<file path="src/rtl/ram_arbiter.sv">
// ram_arbiter: two-master req/gnt arbiter in front of a single-port
// synchronous-read RAM. Serialises single-beat accesses (one per two cycles)
// and returns read data with a one-cycle rvalid strobe.
// Optional feature: define ARB_ROUND_ROBIN_EN for round-robin tie-breaking;
// left undefined, master 0 has fixed priority.
module ram_arbiter #(
    parameter int unsigned ADDR_W = 16,
    parameter int unsigned DATA_W = 8
) (
    input  logic              clk_i,
    input  logic              rst_i,

    input  logic              m0_req_i,
    input  logic              m0_we_i,
    input  logic [ADDR_W-1:0] m0_addr_i,
    input  logic [DATA_W-1:0] m0_data_i,
    output logic              m0_gnt_o,
    output logic              m0_rvalid_o,
    output logic [DATA_W-1:0] m0_data_o,

    input  logic              m1_req_i,
    input  logic              m1_we_i,
    input  logic [ADDR_W-1:0] m1_addr_i,
    input  logic [DATA_W-1:0] m1_data_i,
    output logic              m1_gnt_o,
    output logic              m1_rvalid_o,
    output logic [DATA_W-1:0] m1_data_o,

    output logic [ADDR_W-1:0] ram_address_o,
    output logic [DATA_W-1:0] ram_data_o,
    output logic              ram_we_o,
    input  logic [DATA_W-1:0] ram_data_i
);

    typedef enum logic {
        S_IDLE,
        S_ACCESS
    } state_t;

    state_t            r_state;
    state_t            w_state_nxt;
    logic              r_owner;
    logic              r_last_owner;
    logic [ADDR_W-1:0] r_ram_addr;
    logic [DATA_W-1:0] r_ram_data;
    logic              r_ram_we;
    logic              r_m0_rvalid;
    logic              r_m1_rvalid;
    logic [DATA_W-1:0] r_m0_data;
    logic [DATA_W-1:0] r_m1_data;

    logic              w_any_req;
    logic              w_tie_pick;
    logic              w_winner;
    logic              w_grant;

    assign w_any_req = m0_req_i | m1_req_i;

`ifdef ARB_ROUND_ROBIN_EN
    assign w_tie_pick = ~r_last_owner;
`else
    // Fixed priority: master 0 takes every tie; last_owner is tracked but has no say.
    assign w_tie_pick = r_last_owner & 1'b0;
`endif

    // Winner selection: a lone requester wins outright, ties use w_tie_pick
    always_comb begin
        w_winner = 1'b0;
        if (m0_req_i && m1_req_i) begin
            w_winner = w_tie_pick;
        end else if (m1_req_i) begin
            w_winner = 1'b1;
        end
    end

    assign w_grant = (r_state == S_IDLE) && w_any_req;

    // State register
    always_ff @(posedge clk_i) begin
        if (rst_i) begin
            r_state <= S_IDLE;
        end else begin
            r_state <= w_state_nxt;
        end
    end

    // Next-state logic: IDLE waits for a request, ACCESS always lasts one cycle
    always_comb begin
        w_state_nxt = r_state;
        case (r_state)
            S_IDLE:   if (w_any_req) w_state_nxt = S_ACCESS;
            S_ACCESS: w_state_nxt = S_IDLE;
            default:  w_state_nxt = S_IDLE;
        endcase
    end

    // Datapath: latch the winner onto the RAM bus, flag read returns, capture read data
    always_ff @(posedge clk_i) begin
        if (rst_i) begin
            r_owner      <= 1'b0;
            r_last_owner <= 1'b1;
            r_ram_addr   <= '0;
            r_ram_data   <= '0;
            r_ram_we     <= 1'b0;
            r_m0_rvalid  <= 1'b0;
            r_m1_rvalid  <= 1'b0;
            r_m0_data    <= '0;
            r_m1_data    <= '0;
        end else begin
            r_ram_we    <= 1'b0;
            r_m0_rvalid <= 1'b0;
            r_m1_rvalid <= 1'b0;
            if (w_grant) begin
                r_owner      <= w_winner;
                r_last_owner <= w_winner;
                r_ram_addr   <= w_winner ? m1_addr_i : m0_addr_i;
                r_ram_data   <= w_winner ? m1_data_i : m0_data_i;
                r_ram_we     <= w_winner ? m1_we_i   : m0_we_i;
            end
            if ((r_state == S_ACCESS) && !r_ram_we) begin
                r_m0_rvalid <= ~r_owner;
                r_m1_rvalid <= r_owner;
            end
            if (r_m0_rvalid) r_m0_data <= ram_data_i;
            if (r_m1_rvalid) r_m1_data <= ram_data_i;
        end
    end

    assign m0_gnt_o      = (r_state == S_ACCESS) && !r_owner;
    assign m1_gnt_o      = (r_state == S_ACCESS) &&  r_owner;
    assign m0_rvalid_o   = r_m0_rvalid;
    assign m1_rvalid_o   = r_m1_rvalid;
    // RAM data is only present during the rvalid cycle; the register holds it afterwards.
    assign m0_data_o     = r_m0_rvalid ? ram_data_i : r_m0_data;
    assign m1_data_o     = r_m1_rvalid ? ram_data_i : r_m1_data;
    assign ram_address_o = r_ram_addr;
    assign ram_data_o    = r_ram_data;
    assign ram_we_o      = r_ram_we;

endmodule

</file>
<file path="config.mk">
export PLATFORM = sky130hd
export DESIGN_NAME = ram_arbiter
export DESIGN_NICKNAME = d
export VERILOG_FILES = /design/src/rtl/ram_arbiter.sv
export SDC_FILE = /design/constraint.sdc
export NUM_CORES = 1
export LEC_CHECK = 0
export CORE_MARGIN = 2
export CORE_UTILIZATION = 41
export CTS_CLUSTER_SIZE = 40
export DETAILED_ROUTE_END_ITERATION = 12
export GPL_TIMING_DRIVEN = 0
export PLACE_DENSITY = 0.94
export SYNTH_ARGS = -nofsm -noshare
export SYNTH_HDL_FRONTEND = slang
export SYNTH_SLANG_ARGS = --single-unit
</file>
<file path="constraint.sdc">
create_clock -name clk_i -period 3.4 [get_ports clk_i]
set_input_delay 0.68 -clock clk_i [delete_from_list [all_inputs] [get_ports clk_i]]
set_output_delay 0.68 -clock clk_i [all_outputs]
set_load 0.02 [all_outputs]
</file>
==> results of run 1 <==
-- Yosys cell counts --
library cell / number / area, um^2
a211oi_1: 10 / 75.1
a211oi_2: 14 / 175
a21oi_1: 24 / 120
a311oi_2: 1 / 15.0
and2_1: 1 / 6.26
buf_1: 1 / 3.75
buf_2: 7 / 35.0
buf_4: 3 / 22.5
buf_6: 3 / 33.8
clkbuf_1: 3 / 11.3
clkbuf_4: 1 / 7.51
dfxtp_1: 45 / 901
inv_1: 1 / 3.75
mux2_2: 16 / 180
mux2i_1: 1 / 10.0
nand2_1: 25 / 93.8
nor2_1: 26 / 97.6
nor2b_1: 17 / 106
nor3_1: 1 / 5.00
nor3b_1: 1 / 7.51
nor4_1: 1 / 6.26
o21ba_2: 1 / 10.0
o21bai_2: 1 / 11.3
or2b_1: 1 / 7.51
-- layer usage --
metal / up-vias / share of wire
met2: 73 / 0.51
met1: 873 / 0.41
met5: - / 0
met4: 0 / 0.011
met3: 6 / 0.067
li1: 918 / -
-- flip-flops by register name, indices dropped and copies added, names as in the netlist --
signal	flops
m1_rvalid_o	1
r_owner	1
m0_rvalid_o	1
r_m0_data	8
ram_data_o	8
r_state	1
ram_we_o	1
ram_address_o	16
r_m1_data	8
-- per-stage QoR --
step | cell area (um^2) | worst slack (ns) | hold WS (ns)
2_1_floorplan | 1950 | 1.67 | 0.441
3_3_place_gp | 3060 | 0.792 | 0.432
3_5_place_dp | 3060 | 0.780 | 0.436
4_1_cts | 3140 | 0.774 | 0.458
5_1_grt | 3140 | 0.750 | 0.485
6_report | 3140 | 0.785 | 0.458
-- worst max path at each step --
stage / end / slack, ns / cells after the start
6_report: m0_data_o[0] / 0.78 / 3
5_1_grt: m1_data_o[0] / 0.75 / 3
4_1_cts: m1_data_o[0] / 0.77 / 3
3_5_place_dp: m1_data_o[0] / 0.78 / 3
3_3_place_gp: m1_data_o[0] / 0.79 / 3
2_1_floorplan: m0_data_o[0] / 1.67 / 2
-- power breakdown --
group | switching (mW) | leakage [nW] | internal (mW) | total [mW]
logic | 0.160 | 0.833 | 0.185 | 0.345
registers | 0.0169 | 0.370 | 0.563 | 0.580
clock network | 0.165 | 0.0399 | 0.135 | 0.301
total | 0.342 | 1.24 | 0.883 | 1.22
-- kinds of logic (layout without fill, tap and decap cells) --
logic type             count (synthesis)  in the layout
AND/OR/NAND/NOR                       73             73
multiplexers                          17             17
buffers and inverters                 19            130
AO/OA/AOI/OAI                         51             51
flip-flops                            45             45
-- cell type report --
type / count / area share
well taps: 54 / 0.0215
multi-input cells: 141 / 0.295
flip-flops and latches: 45 / 0.287
repair buffers: 105 / 0.335
inverters: 1 / 0.00120
clock inverters: 1 / 0.00159
clock buffers: 5 / 0.0219
plain buffers: 18 / 0.0363
==> flow_summary_export.csv, run 1 <==
group,metric,value,unit
run_status,run_status,"complete, no violations",
synthesis,ys.warnings.count,0,
clock_network,clk_transition_reported_paths,0.08,ns
power_and_ir_drop,power,1.22,mW
synthesis,synth-seq-area-share,0.463,
setup_path,worstPathBufferInverterCount,2,
floorplan,ios,107,
synthesis,synth_adder_area_share,0,
floorplan,fp.coreArea,4660,um^2
power_and_ir_drop,leakage,1.24,nW
cells_and_area,final_common_cell,"clkdlybuf4s50_1",
cells_and_area,most_used_cells_in_the_layout_excluding_fill_and_tap_cells,"105 x clkdlybuf4s50_1, 45 x dfxtp_1, 26 x nor2_1",
setup_path,type_of_the_worst_setup_path,"in -> out",
cells_and_area,share_of_post_route_cells_with_drive_strength_above_1,0.168,
clock_network,root_buffer,"clkbuf_8",
timing,setup_repair_after_global_routing_missed_its_margin,"false",
clock_network,cts_max_path_buffers,2,
cells_and_area,multi_input_area,927,um^2
route,detail_route.drc_violations,0,
hold_path,worst_hold_startpoint,"ram_we_o",
global_route,grt_usage,0.200,
floorplan,die_width,72.9,um
global_route,grt_overflow,0,
setup_path,cp_dominant_cell_by_count,"clkdlybuf4s50_1",
timing,final-max-slew-violation-count,0,
timing,worstMarginPinSlew,0.693,ns
clock_network,post_cts_resized,0,
synthesis,post_synth_and_or_nand_nor_area_fraction,0.170,
timing,timing.final.crit_share,0.769,
global_route,initial_antenna_violation_count,0,
timing,slew_headroom,0.538,
clock_network,insertion_delay_to_the_later_sink_of_the_worst_skew_pair,0.29,ns
setup_path,rrSetupSlack,2.15,ns
global_route,grt_use_met1,0.223,
timing,setup_viol_count_final,0,
clock_network,h-tree-depth,2,
cells_and_area,diodes,0,
clock_network,numCtsBuffers,5,
floorplan,die_h,72.9,um
synthesis,synth_mux_area_frac,0.0977,
cells_and_area,layout.core_utilization,0.673,
route,drtPass1Iterations,4,
synthesis,synth_compound_area_frac,0.209,
floorplan,placementRows,25,
global_route,number_of_global_route_vias_before_repair,1931,
power_and_ir_drop,power-per-cell-area,390,nW/um^2
setup_path,cpMaxStageDelayCell,"clkdlybuf4s50_1",
floorplan,initial_core_util,0.417,
route,route.detailed.wl_per_inst,14.2,um
global_route,largest_net_degree_at_the_start_of_global_routing,13,
setup_path,critical_path_required,2.72,ns
flow_run,max_capacitance_violation_count,0,
synthesis,synth_xor_xnor_area_share,0,
timing,maxClockFrequency,382,MHz
setup_path,critical_path.endpoint_type,"output pin",
setup_path,cp_top_delay_family,"buffers and inverters",
synthesis,syn_area_per_cell,9.49,um^2
clock_network,numClockSinks,45,
placement,finalWeightedCongestion,0.743,
route,detailroute.via_count,1870,
hold_path,timing.hold.worst_endpoint,"m0_rvalid_o",
synthesis,synth.cell_area,1950,um^2
route,routed_wl,5240,um
setup_path,path_cells,"clkdlybuf4s50_1, mux2_2, clkdlybuf4s50_1",
clock_network,tritoncts,"built",
cells_and_area,finish.net_count,379,
setup_path,crit_path_max_fanout,2,
route,via_per_inst,5.05,
global_route,grt_use_met2,0.359,
setup_path,startpoint,"ram_data_i[0]",
clock_network,cts.hold.buffers_added,0,
setup_path,cp_slowest_stage_delay,0.54,ns
cells_and_area,final.fill_count,378,
global_route,wire_length_of_the_first_global_routing_pass,8350,um
timing,hold_violations,0,
hold_path,min_path_type,"reg -> reg",
cells_and_area,flow.area_growth_from_synthesis,61.3,%
global_route,global_route_track_usage_on_met3,0.0539,
synthesis,netlist_instances,205,
timing,fin_tns_setup,0,ns
synthesis,synth_cell_types,24,
placement,portBuffers,105,
setup_path,setup.worst_path.start_class,"input pin",
placement,dpl_wire_length,4010,um
cells_and_area,final_cell_count_no_fill,370,
setup_path,r2r_cells,5,
route,route.antenna.remaining_nets,0,
floorplan,die_area,5310,um^2
cells_and_area,area.sequential,901,um^2
power_and_ir_drop,ir_worst_vdd,179,uV
route,drtIter0Drc,56,
placement,dp.cells,364,
global_route,grt.busiest_layer,"met2",
timing,finalClockSkew,0.00596,ns
synthesis,mappedNetlistNets,267,
setup_path,start_of_the_worst_register_to_register_path,"r_state",
synthesis,main_combinational_cell_family_by_area_after_synthesis,"compound AO/OA/AOI/OAI gates",
setup_path,cp.arrival,1.94,ns
hold_path,worst_hold_path.num_cells,1,
clock_network,cts.repair_timing.setup_buffer_count,0,
synthesis,ys_seq_elements,45,
timing,post-route-min-period,2.62,ns
setup_path,worst_r2r_endpoint,"ram_address_o[8]",
No activity file was read; power rests on OpenSTA's default activity.
==> run 2: changes to the inputs <==
--- a/config.mk
+++ b/config.mk
@@ -6,11 +6,11 @@
 export NUM_CORES = 1
 export LEC_CHECK = 0
 export CORE_MARGIN = 2
-export CORE_UTILIZATION = 41
+export CORE_UTILIZATION = 38
 export CTS_CLUSTER_SIZE = 40
 export DETAILED_ROUTE_END_ITERATION = 12
 export GPL_TIMING_DRIVEN = 0
-export PLACE_DENSITY = 0.94
+export PLACE_DENSITY = 0.89
 export SYNTH_ARGS = -nofsm -noshare
 export SYNTH_HDL_FRONTEND = slang
 export SYNTH_SLANG_ARGS = --single-unit
==> constraint.sdc (replaced) <==
create_clock -name clk_i -period 2.7 [get_ports clk_i]
set_input_delay 0.54 -clock clk_i [delete_from_list [all_inputs] [get_ports clk_i]]
set_output_delay 0.54 -clock clk_i [all_outputs]
set_load 0.02 [all_outputs]
==> flow_summary_export.csv, run 2 (same netlist as run 1, synthesis figures left out) <==
group,metric,value,unit
run_status,run_status,"complete, no violations",
timing,maxClockFrequency,427,MHz
clock_network,clk_transition_reported_paths,0.08,ns
clock_network,numClockSinks,45,
clock_network,h-tree-depth,2,
timing,worstMarginPinSlew,0.708,ns
clock_network,cts.hold.buffers_added,0,
route,route.antenna.remaining_nets,0,
setup_path,critical_path.endpoint_type,"output pin",
power_and_ir_drop,share_clk_of_total_power,0.311,
timing,post-route-min-period,2.34,ns
timing,hold_violations,0,
placement,finalWeightedCongestion,0.772,
timing,fin_tns_setup,0,ns
cells_and_area,layout.cell_area.non_filler,3200,um^2
cells_and_area,share_of_post_route_cells_with_drive_strength_above_1,0.170,
timing,slew_headroom,0.528,
cells_and_area,number_of_flip_flops_under_the_largest_register_name,16,
placement,dpl_wire_length,4230,um
cells_and_area,diodes,0,
power_and_ir_drop,power_report.internal_total,1.24,mW
clock_network,root_buffer,"clkbuf_8",
cells_and_area,flow.area_growth_from_synthesis,64.5,%
setup_path,critical_path_required,2.16,ns
global_route,grt_overflow,0,
placement,preCtsSetupSlack,0.365,ns
floorplan,initial_core_util,0.388,
power_and_ir_drop,ir_worst_vdd,263,uV
clock_network,insertion_delay_to_the_later_sink_of_the_worst_skew_pair,0.30,ns
setup_path,cp.arrival,1.80,ns
timing,finalClockSkew,0.00950,ns
clock_network,post_cts_resized,0,
clock_network,cts_max_path_buffers,2,
placement,detailed_place.area,3080,um^2
timing,final-max-slew-violation-count,0,
floorplan,die_area,5710,um^2
power_and_ir_drop,leakage,1.26,nW
floorplan,placementRows,26,
clock_network,cts.repair_timing.setup_buffer_count,0,
timing,setup_repair_after_global_routing_missed_its_margin,"false",
hold_path,min_path_type,"reg -> reg",
timing,layout_setup_ws,0.358,ns
global_route,number_of_global_route_vias_before_repair,1871,
power_and_ir_drop,power,1.69,mW
setup_path,crit_path_max_fanout,2,
floorplan,die_width,75.6,um
floorplan,ios,107,
global_route,grt_usage,0.195,
timing,timing.final.crit_share,0.867,
setup_path,setup.worst_path.start_class,"input pin",
global_route,wire_length_of_the_first_global_routing_pass,8470,um
setup_path,type_of_the_worst_setup_path,"in -> out",
clock_network,numCtsBuffers,5,
power_and_ir_drop,seqPwrFrac,0.432,
power_and_ir_drop,power-per-cell-area,529,nW/um^2
power_and_ir_drop,power.share.switching,0.266,
global_route,largest_net_degree_at_the_start_of_global_routing,14,
route,routed_wl,5570,um
route,route.detailed.wl_per_inst,14.4,um
floorplan,fp.coreArea,5010,um^2
setup_path,start_of_the_worst_register_to_register_path,"r_state",
power_and_ir_drop,combinationalPowerShare,0.257,
floorplan,die_h,75.6,um
route,detail_route.drc_violations,0,
cells_and_area,final_common_cell,"clkdlybuf4s50_1",
setup_path,startpoint,"ram_data_i[4]",
global_route,initial_antenna_violation_count,0,
cells_and_area,finish.net_count,379,
power_and_ir_drop,net-switching-power,0.451,mW
placement,portBuffers,105,
hold_path,worst_hold_startpoint,"ram_we_o",
timing,setup_viol_count_final,0,
route,detailroute.via_count,1881,
route,drtIter0Drc,53,
flow_run,max_capacitance_violation_count,0,
cells_and_area,most_used_cells_in_the_layout_excluding_fill_and_tap_cells,"105 x clkdlybuf4s50_1, 45 x dfxtp_1, 26 x nor2_1",
clock_network,tritoncts,"built",
route,drtPass1Iterations,6,
route,via_per_inst,4.85,
run 2: cell types whose count changed in the layout (fill, tap and decap cells not counted):
cell       delta
bufinv_16     +1
clkbuf_1      +1
clkbuf_8      +1
clkinv_2      -1
run 2: metal layers:
metal	wire length [um]	part of all wire	vias up	track usage
met5	0	0	-	0
met4	98	0.018	0	0.0741
met3	379	0.068	10	0.0463
met2	2790	0.50	73	0.347
met1	2310	0.41	877	0.226
li1	-	-	921	-
run 2: final cells by class:
type	count	area (um^2)
well taps	70	87.6
multi-input cells	141	927
fillers	424	1810
inverters	1	3.75
flip-flops and latches	45	901
clock inverters	1	30.0
plain buffers	18	114
repair buffers	105	1050
clock buffers	7	86.3
run 2: stage by stage:
stage	hold WS (ns)	instances	util
final	0.443	388	0.639
after detailed placement	0.436	380	0.616
after global routing	0.474	388	0.639
after floorplan	0.441	205	-
after CTS	0.444	388	0.639
after global placement	0.431	380	0.616
run 2: final timing paths:
check / end / slack [ns] / cells after the start
min reg2reg: m0_rvalid_o / 0.44 / 1
min: m0_rvalid_o / 0.44 / 1
max reg2reg: ram_address_o[8] / 1.41 / 5
max: m1_data_o[4] / 0.36 / 3
run 2: worst max-delay path, cell delays in order:
cell and delay (ns):
clkdlybuf4s50_1 0.43, mux2_2 0.29, clkdlybuf4s50_1 0.54
run 2: power by group through the flow:
stage               logic, mW  registers [mW]  clock network, mW
CTS                     0.438           0.731              0.535
detailed placement      0.437           0.746                  0
global placement        0.428           0.744                  0
floorplan               0.172           0.790                  0
global route            0.470           0.737              0.561
finish                  0.436           0.732              0.527
==> run 3: changes to the inputs <==
--- a/config.mk
+++ b/config.mk
@@ -5,7 +5,7 @@
 export SDC_FILE = /design/constraint.sdc
 export NUM_CORES = 1
 export LEC_CHECK = 0
-export CORE_MARGIN = 2
+export CORE_MARGIN = 8
 export CORE_UTILIZATION = 38
 export CTS_CLUSTER_SIZE = 40
 export DETAILED_ROUTE_END_ITERATION = 12
==> flow_summary_export.csv, run 3 (same netlist as run 1, synthesis figures left out) <==
group,metric,value,unit
cells_and_area,number_of_flip_flops_under_the_largest_register_name,16,
timing,final-max-slew-violation-count,0,
power_and_ir_drop,net-switching-power,0.451,mW
timing,fin_tns_setup,0,ns
setup_path,rrSetupSlack,1.44,ns
route,via_per_inst,4.79,
setup_path,critical_path_required,2.16,ns
timing,final.hold.worst_slack,0.466,ns
power_and_ir_drop,seqPwrFrac,0.431,
timing,setup_viol_count_final,0,
timing,setup_repair_after_global_routing_missed_its_margin,"false",
setup_path,cpMaxStageDelayCell,"clkdlybuf4s50_1",
cells_and_area,diodes,0,
cells_and_area,final.fill_count,441,
cells_and_area,multi_input_area,927,um^2
timing,layout_setup_ws,0.345,ns
flow_run,max_capacitance_violation_count,0,
placement,dpl_wire_length,4680,um
setup_path,path_cells,"clkdlybuf4s50_1, mux2_2, clkdlybuf4s50_1",
global_route,number_of_global_route_vias_before_repair,1862,
global_route,grt_overflow,0,
power_and_ir_drop,leakage,1.26,nW
clock_network,cts.repair_timing.setup_buffer_count,0,
route,detailroute.via_count,1859,
hold_path,min_path_type,"reg -> reg",
run_status,run_status,"complete, no violations",
clock_network,numClockSinks,45,
clock_network,root_buffer,"clkbuf_8",
cells_and_area,share_of_post_route_cells_with_drive_strength_above_1,0.173,
global_route,largest_net_degree_at_the_start_of_global_routing,15,
cells_and_area,area.sequential,901,um^2
power_and_ir_drop,share_clk_of_total_power,0.311,
clock_network,cts.hold.buffers_added,0,
cells_and_area,finish.net_count,379,
clock_network,numCtsBuffers,5,
power_and_ir_drop,ir_worst_vdd,272,uV
cells_and_area,most_used_cells_in_the_layout_excluding_fill_and_tap_cells,"105 x clkdlybuf4s50_1, 45 x dfxtp_1, 26 x nor2_1",
floorplan,die_area,7670,um^2
route,drtIter0Drc,23,
cells_and_area,final_common_cell,"clkdlybuf4s50_1",
clock_network,post_cts_resized,0,
route,route.antenna.remaining_nets,0,
route,routed_wl,5930,um
floorplan,die_width,87.6,um
floorplan,fp.coreArea,5010,um^2
cells_and_area,flow.area_growth_from_synthesis,64.7,%
timing,finalClockSkew,0.00509,ns
clock_network,tritoncts,"built",
clock_network,clk_transition_reported_paths,0.08,ns
setup_path,setup.worst_path.start_class,"input pin",
timing,hold_violations,0,
timing,maxClockFrequency,425,MHz
timing,post-route-min-period,2.36,ns
placement,finalWeightedCongestion,0.733,
floorplan,placementRows,26,
timing,slew_headroom,0.518,
global_route,grt_usage,0.153,
power_and_ir_drop,combinationalPowerShare,0.257,
placement,portBuffers,105,
power_and_ir_drop,power-per-cell-area,528,nW/um^2
setup_path,cp_dominant_cell_by_count,"clkdlybuf4s50_1",
route,drtPass1Iterations,4,
floorplan,ios,107,
route,route.detailed.wl_per_inst,15.3,um
setup_path,type_of_the_worst_setup_path,"in -> out",
global_route,initial_antenna_violation_count,0,
setup_path,cp.arrival,1.82,ns
placement,preCtsSetupSlack,0.355,ns
power_and_ir_drop,power_report.internal_total,1.24,mW
setup_path,crit_path_max_fanout,2,
setup_path,critical_path.endpoint_type,"output pin",
power_and_ir_drop,power.share.switching,0.266,
floorplan,die_h,87.6,um
clock_network,insertion_delay_to_the_later_sink_of_the_worst_skew_pair,0.29,ns
clock_network,h-tree-depth,2,
floorplan,initial_core_util,0.388,
route,detail_route.drc_violations,0,
timing,timing.final.crit_share,0.872,
clock_network,cts_max_path_buffers,2,
timing,worstMarginPinSlew,0.724,ns
global_route,wire_length_of_the_first_global_routing_pass,9080,um
setup_path,cp_slowest_stage_delay,0.56,ns
run 3: cell types whose count changed in the layout (fill, tap and decap cells not counted), sizes merged:
cell,change
clkinvlp,+1
clkbuf,-1
run 3: metrics by stage:
stage | cells | power [mW] | area (um^2) | utilization
3_5_place_dp | 380 | 1.19 | 3080 | 0.616
5_1_grt | 388 | 1.77 | 3200 | 0.640
4_1_cts | 388 | 1.72 | 3200 | 0.640
6_report | 388 | 1.69 | 3200 | 0.640
3_3_place_gp | 380 | 1.18 | 3080 | 0.616
2_1_floorplan | 205 | 0.961 | 1950 | -
run 3: layout make-up:
class,count,area share
plain buffers,18,0.0355
clock buffers,6,0.0258
clock inverters,2,0.0117
inverters,1,0.00117
multi-input cells,141,0.289
flip-flops and latches,45,0.281
well taps,70,0.0273
repair buffers,105,0.328
run 3: final timing paths:
check                      from               end  cells past startpoint
setup / recovery  ram_data_i[7]      m0_data_o[7]                      3
hold / removal         ram_we_o       m0_rvalid_o                      1
setup reg to reg        r_state  ram_address_o[6]                      5
hold reg to reg        ram_we_o       m0_rvalid_o                      1
run 3: power groups by stage:
stage                     registers (mW)  clock network [mW]  logic [mW]
after floorplan                    0.790                   0       0.172
after global placement             0.743                   0       0.434
after detailed placement           0.746                   0       0.440
after CTS                          0.731               0.542       0.442
after global routing               0.735               0.567       0.471
final                              0.730               0.527       0.436
run 3: critical path, delay by kind of cell:
kind | cells | cell delay, ns
buffers and inverters | 2 | 0.99
muxes | 1 | 0.28
run 3: metal layers:
layer  global-route usage  up-vias  wire length, um
li1                     -      922                -
met1                0.182      859             2540
met2                0.253       72             2860
met3               0.0553        6              472
met4               0.0422        0               59
met5                    0        -                0
